`config.mk`:
```
export PLATFORM = sky130hd
export DESIGN_NAME = top_clk_v3_core
export DESIGN_NICKNAME = d
export VERILOG_FILES = /design/src/rtl/clk_pkg.sv /design/src/rtl/mod60_counter.sv /design/src/rtl/top_clk_v3_core.sv
export SDC_FILE = /design/constraint.sdc
export NUM_CORES = 1
export LEC_CHECK = 0
export CAP_MARGIN = 20
export CELL_PAD_IN_SITES_DETAIL_PLACEMENT = 1
export CELL_PAD_IN_SITES_GLOBAL_PLACEMENT = 1
export CORE_UTILIZATION = 38
export CTS_BUF_LIST = sky130_fd_sc_hd__clkbuf_2 sky130_fd_sc_hd__clkbuf_4 sky130_fd_sc_hd__clkbuf_8
export DETAILED_ROUTE_END_ITERATION = 12
export GPL_TIMING_DRIVEN = 0
export PLACE_DENSITY = 0.74
export SYNTH_ARGS = -nofsm -noshare
export SYNTH_HDL_FRONTEND = slang
export SYNTH_SLANG_ARGS = --single-unit
```
`constraint.sdc`:
```
create_clock -name clk -period 5.1 [get_ports clk]
set_clock_uncertainty 0.15 [all_clocks]
set_input_delay 1.275 -clock clk [delete_from_list [all_inputs] [get_ports clk]]
set_output_delay 1.275 -clock clk [all_outputs]
set_load 0.005 [all_outputs]
```
`src/rtl/clk_pkg.sv`:
```
// Shared definitions for the real-time clock core: field width, the
// seconds/minutes limit, register addresses and a write-value check.
package clk_pkg;

    localparam int FIELD_W = 6;

    localparam logic [FIELD_W-1:0] MAX_SEC_MIN = 6'd59;

    // Write-target addresses; the two upper codes are reserved.
    typedef enum logic [1:0] {
        ADDR_SEC  = 2'b00,
        ADDR_MIN  = 2'b01,
        ADDR_RSV2 = 2'b10,
        ADDR_RSV3 = 2'b11
    } addr_e;

    // A written value is only accepted if it is a legal time field (0..59).
    function automatic logic value_ok(input logic [FIELD_W-1:0] v);
        return (v <= MAX_SEC_MIN);
    endfunction

endpackage : clk_pkg

```
`src/rtl/mod60_counter.sv`:
```
// Modulo-60 counter with synchronous load. Load has priority over count
// enable; carry flags a 59 -> 0 wrap that is not overridden by a load.
module mod60_counter
    import clk_pkg::*;
(
    input  logic               clk,
    input  logic               reset,
    input  logic               en,
    input  logic               ld,
    input  logic [FIELD_W-1:0] d,
    output logic [FIELD_W-1:0] q,
    output logic               carry
);

    logic [FIELD_W-1:0] q_r;
    logic [FIELD_W-1:0] q_next_s;
    logic               at_max_s;

    assign at_max_s = (q_r == MAX_SEC_MIN);

    // Next-value selection: load, else count with wrap, else hold.
    always_comb begin
        q_next_s = q_r;
        if (ld) begin
            q_next_s = d;
        end else if (en) begin
            if (at_max_s) begin
                q_next_s = {FIELD_W{1'b0}};
            end else begin
                q_next_s = q_r + 6'd1;
            end
        end else begin
            q_next_s = q_r;
        end
    end

    // Counter state register with asynchronous clear.
    always_ff @(posedge clk or posedge reset) begin
        if (reset) begin
            q_r <= {FIELD_W{1'b0}};
        end else begin
            q_r <= q_next_s;
        end
    end

    assign q     = q_r;
    assign carry = en & at_max_s & ~ld;

endmodule : mod60_counter

```
`src/rtl/top_clk_v3_core.sv`:
```
// Real-time clock core: a prescaler turns the system clock into a 1-cycle
// tick every TICK_DIV cycles, which drives cascaded mod-60 seconds and
// minutes counters. Either field can be written through a small
// address/data port; a seconds write also restarts the prescaler phase.
module top_clk_v3_core
    import clk_pkg::*;
#(
    parameter int CLK_FREQ_HZ = 100_000_000,
    parameter int TICK_DIV    = CLK_FREQ_HZ
) (
    input  logic               clk,
    input  logic               reset,
    input  logic               load,
    input  logic [1:0]         addrs,
    input  logic [FIELD_W-1:0] data_in,
    output logic [FIELD_W-1:0] seconds_out,
    output logic [FIELD_W-1:0] minutes_out
);

    localparam int PW = (TICK_DIV > 1) ? $clog2(TICK_DIV) : 1;
    localparam logic [PW-1:0] TICK_LAST = PW'(TICK_DIV - 1);

    logic [PW-1:0] prescaler_r;
    logic          tick_s;
    logic          ld_sec_s;
    logic          ld_min_s;
    logic          sec_carry_s;
    logic          min_carry_unused_s;

    // Decode the write strobe; out-of-range data and reserved addresses
    // produce no load at all.
    always_comb begin
        ld_sec_s = 1'b0;
        ld_min_s = 1'b0;
        if (load && value_ok(data_in)) begin
            case (addrs)
                ADDR_SEC: ld_sec_s = 1'b1;
                ADDR_MIN: ld_min_s = 1'b1;
                default: begin
                    ld_sec_s = 1'b0;
                    ld_min_s = 1'b0;
                end
            endcase
        end else begin
            ld_sec_s = 1'b0;
            ld_min_s = 1'b0;
        end
    end

    assign tick_s = (prescaler_r == TICK_LAST);

    // Prescaler: free-running 0..TICK_DIV-1, restarted by a seconds write so
    // the next tick lands a full period after the write.
    always_ff @(posedge clk or posedge reset) begin
        if (reset) begin
            prescaler_r <= {PW{1'b0}};
        end else if (ld_sec_s || tick_s) begin
            prescaler_r <= {PW{1'b0}};
        end else begin
            prescaler_r <= prescaler_r + PW'(1);
        end
    end

    mod60_counter u_seconds (
        .clk   (clk),
        .reset (reset),
        .en    (tick_s),
        .ld    (ld_sec_s),
        .d     (data_in),
        .q     (seconds_out),
        .carry (sec_carry_s)
    );

    // Minutes advance on the seconds wrap; their own wrap has no consumer.
    mod60_counter u_minutes (
        .clk   (clk),
        .reset (reset),
        .en    (sec_carry_s),
        .ld    (ld_min_s),
        .d     (data_in),
        .q     (minutes_out),
        .carry (min_carry_unused_s)
    );

endmodule : top_clk_v3_core

```
==> results.txt <==
The clock latency on the worst-skew pair came out at around 0.29 ns. The area of the die is a little under 6000 um^2. The largest fanout on the critical path is 10. From synthesis to final layout, the design area changed by 19.51%. Dividing the final minimum period by the clock period gives 0.6618. The kind of launch point of the worst setup path is an input port. The number of buffers inserted for hold repair after clock tree synthesis is 0. The number of buffers on the longest clock path came out at 2. In the final layout, the share of cells above drive strength 1 is 0.08015.

The buffers inserted during post-CTS setup optimization is 0. The die width came out at 76.97 um. The post-synthesis sequential area ratio is 0.4569. In this run the standard cell core region covers roughly 5300 um^2. For this run, the top clock speed supported by timing is roughly 0.30 GHz. The total length of routed wires came out at 5.242 mm.

The total number of H-tree levels came out at 2. Summing all placed instances gives a cell area of ~2400 um^2. The library cell used most frequently in the layout, excluding fill and tap cells, is sky130_fd_sc_hd__nor2_1. The first detailed-routing pass ran for 4 iterations.

The core utilization of the finished layout came out at 0.4843. For this run, asynchronously set or reset flops after synthesis account for 1.000. The number of I/O port buffers is 22. The depth of the worst hold-timing path came out at 1. The number of buffers inserted during clock tree synthesis is 5. The max-slew violation total from the final report is 0.

The floorplan die height came out at 76.97 um. The reg-to-reg startpoint is u_seconds.q[0]. The initial antenna violation count came out at 0. In this run the tightest slew margin relative to its limit is 0.3831. The required time at the endpoint of the critical path is 5.13 ns. For the pin with the worst max-slew slack, the measured transition is 0.9183 ns.

In this run the clock root is driven by a sky130_fd_sc_hd__clkbuf_8. The global route total overflow is 0. The post-route antenna net violation count is 0. The arrival time at the worst endpoint came out at 3.40 ns. The number of nets in the synthesized netlist is 245. The final layout contains 275 nets. The remaining design rule violation count is 0. The count of different cell masters after synthesis is 43. The endpoint identified for the worst register-to-register timing path is u_minutes.q[2]. The critical path is of the in -> reg type.

Among all flip-flop cells after synthesis, the most frequent one is sky130_fd_sc_hd__dfrtp_1. The global placer's final weighted congestion came out at approximately 0.74. TritonCTS built the clock tree. Clock-pin slew was measured on the worst setup and hold paths at 0.08 ns.

The via count came out at 1798. The reported leakage power came out at 1.065 nW. The max-cap check violation count is 0. The half-perimeter wire length of the detailed placement result came out at ~3.7 mm. Setup violations remaining at the end of the flow were counted as 0.

The number of sinks handled by clock tree synthesis is 39. The routed design could run at a clock period as short as 3.375 ns. Counting flops and latches in the post-synthesis netlist gives 39.

The post-placement worst setup slack came out at 1.416 ns. The count of flip-flops with a built-in enable after synthesis came out at 0. The number of warnings printed during yosys synthesis is 0. The number of cells on the worst reg-to-reg path is 6. The worst hold path terminates at prescaler_r[0].

Synthesis produced a netlist whose cell count is 231. In the layout the commonest cells are sky130_fd_sc_hd__nor2_1, sky130_fd_sc_hd__dfrtp_1, sky130_fd_sc_hd__clkdlybuf4s50_1. The number of instances in the placed design came out at 323.

By area the synthesized netlist is led by sky130_fd_sc_hd__dfrtp_1, sky130_fd_sc_hd__nor2_1, sky130_fd_sc_hd__xor2_1. Setup repair after global routing left no endpoint under its margin. The largest voltage drop on the vdd net came out at 0.0001951 V. The per-cell via count in the routed design came out at roughly 5.4.

The post-synthesis average cell area came out at 9.246 um^2. The power per cell area came out at 308.5 nW/um^2. The final critical-path setup slack came out at ~1.7 ns. Of all cell types, the one taking the most synthesized area is sky130_fd_sc_hd__dfrtp_1. The count of final hold-check violations is 0. The first-pass GRT wire length is 9.052 mm. The area of the mapped netlist is 2136 um^2. The run finished with clean final reports. The via count of the first global-routing pass came out at 1860. The aggregate global-route resource usage came out at 0.1960. The number of gates resized after cts is 0. Entering global routing, the biggest net connects 40 pins. The flop-to-flop setup slack is 2.64 ns. For the final routed database, the setup TNS stands at 0 ns. Hold timing on the final database bottoms out at a slack of about 0.36 ns. STA classifies the critical path endpoint as a flip-flop. After the first detailed-routing iteration, the DRC count stood at 116. The number of antenna repair diodes is 0. With fillers left out, the area of the finished cells amounts to 2552 um^2.

The final-layout fill cell count is around 650. For this design the top-level I/O count stands at 23. The path type of the worst min-delay path is reg -> reg. The initial core utilization is 0.4053. Of the post-synthesis cell area, the dominant cell type holds 0.4569.

The startpoint identified for the worst hold timing path is prescaler_r[0]. Summing internal, switching and leakage power gives between 0.7 and 0.8 mW. The number of placement rows is 26. The filler-free cell count of the finished design came out at around 330. The average routed wire per standard cell came out at 15.79 um.
-- sequential cells by signal (all words and copies together) (netlist names) --
| signal | cells |
|---|---|
| prescaler_r | 27 |
| u_minutes.q | 6 |
| u_seconds.q | 6 |
-- synthesized netlist by cell type (2+ instances only) --
library cell               instances
sky130_fd_sc_hd__a21oi_1           9
sky130_fd_sc_hd__buf_2             3
sky130_fd_sc_hd__inv_1             3
sky130_fd_sc_hd__mux2i_1           2
sky130_fd_sc_hd__nor3b_1           2
sky130_fd_sc_hd__or3_1             2
sky130_fd_sc_hd__nor3_1            4
sky130_fd_sc_hd__o21ai_0           4
sky130_fd_sc_hd__nor2b_1           3
sky130_fd_sc_hd__nor2_1           45
sky130_fd_sc_hd__or4_1             2
sky130_fd_sc_hd__and4_1            3
sky130_fd_sc_hd__clkbuf_1          4
sky130_fd_sc_hd__xnor2_1           6
sky130_fd_sc_hd__nand3_1          18
sky130_fd_sc_hd__xor2_1           19
sky130_fd_sc_hd__a31oi_1           6
sky130_fd_sc_hd__o31ai_1           3
sky130_fd_sc_hd__ha_1              3
sky130_fd_sc_hd__and2_1            3
sky130_fd_sc_hd__dfrtp_1          39
sky130_fd_sc_hd__and4bb_2          2
sky130_fd_sc_hd__nand2_1          12
sky130_fd_sc_hd__and3_1            8
sky130_fd_sc_hd__nand4_1           8
-- cell families after synthesis --
logic type / after synthesis / share of synthesized area
xor+xnor: 25 / 0.1025
simple gates: 123 / 0.3041
flops: 39 / 0.4569
buf+inv: 10 / 0.01933
mux: 2 / 0.009374
compound gates: 29 / 0.09022
fa+ha+maj: 3 / 0.01758
-- layout make-up --
class | count | area [um^2] | share of cell area
well taps | 70 | 87.58 | 0.03431
repair buffers | 23 | 225.2 | 0.08824
multi-input cells | 182 | 1119 | 0.4382
inverters | 3 | 11.26 | 0.004412
clock buffers | 7 | 96.34 | 0.03775
plain buffers | 7 | 30.03 | 0.01176
flip-flops and latches | 39 | 975.9 | 0.3824
clock inverters | 1 | 7.507 | 0.002941
-- how the worst max path moves through the flow --
stage | from | end | slack (ns) | cells past startpoint
floorplan | addrs[1] | prescaler_r[17] | 2.28 | 6
global placement | data_in[4] | prescaler_r[23] | 1.44 | 7
detailed placement | data_in[5] | prescaler_r[20] | 1.42 | 7
CTS | data_in[5] | prescaler_r[20] | 1.73 | 7
global route | data_in[5] | prescaler_r[18] | 1.57 | 7
finish | data_in[5] | prescaler_r[20] | 1.72 | 7
-- worst max-delay path: stages --
cell and delay, ns:
sky130_fd_sc_hd__clkdlybuf4s50_1 0.47, sky130_fd_sc_hd__and4_1 0.29, sky130_fd_sc_hd__or3_1 0.31, sky130_fd_sc_hd__clkbuf_1 0.21, sky130_fd_sc_hd__o21ai_1 0.41, sky130_fd_sc_hd__buf_2 0.35
sky130_fd_sc_hd__nor2_1 0.08
-- where the power goes --
part           leakage (nW)  switching [mW]  total [mW]  internal, mW
registers             0.502          0.0465       0.390         0.343
clock network        0.0505           0.111       0.234         0.123
logic                 0.513          0.0750       0.164        0.0890
total                  1.07           0.232       0.787         0.555
-- layer usage --
| layer | GRT usage | up-vias | share of wire |
|---|---|---|---|
| met1 | 0.2626 | 888 | 0.49 |
| met3 | 0.02857 | 10 | 0.021 |
| met2 | 0.3170 | 22 | 0.47 |
| li1 | - | 878 | - |
| met4 | 0.07925 | 0 | 0.019 |
| met5 | 0 | - | 0 |
Note: power is estimated with default switching activity, not from simulation.
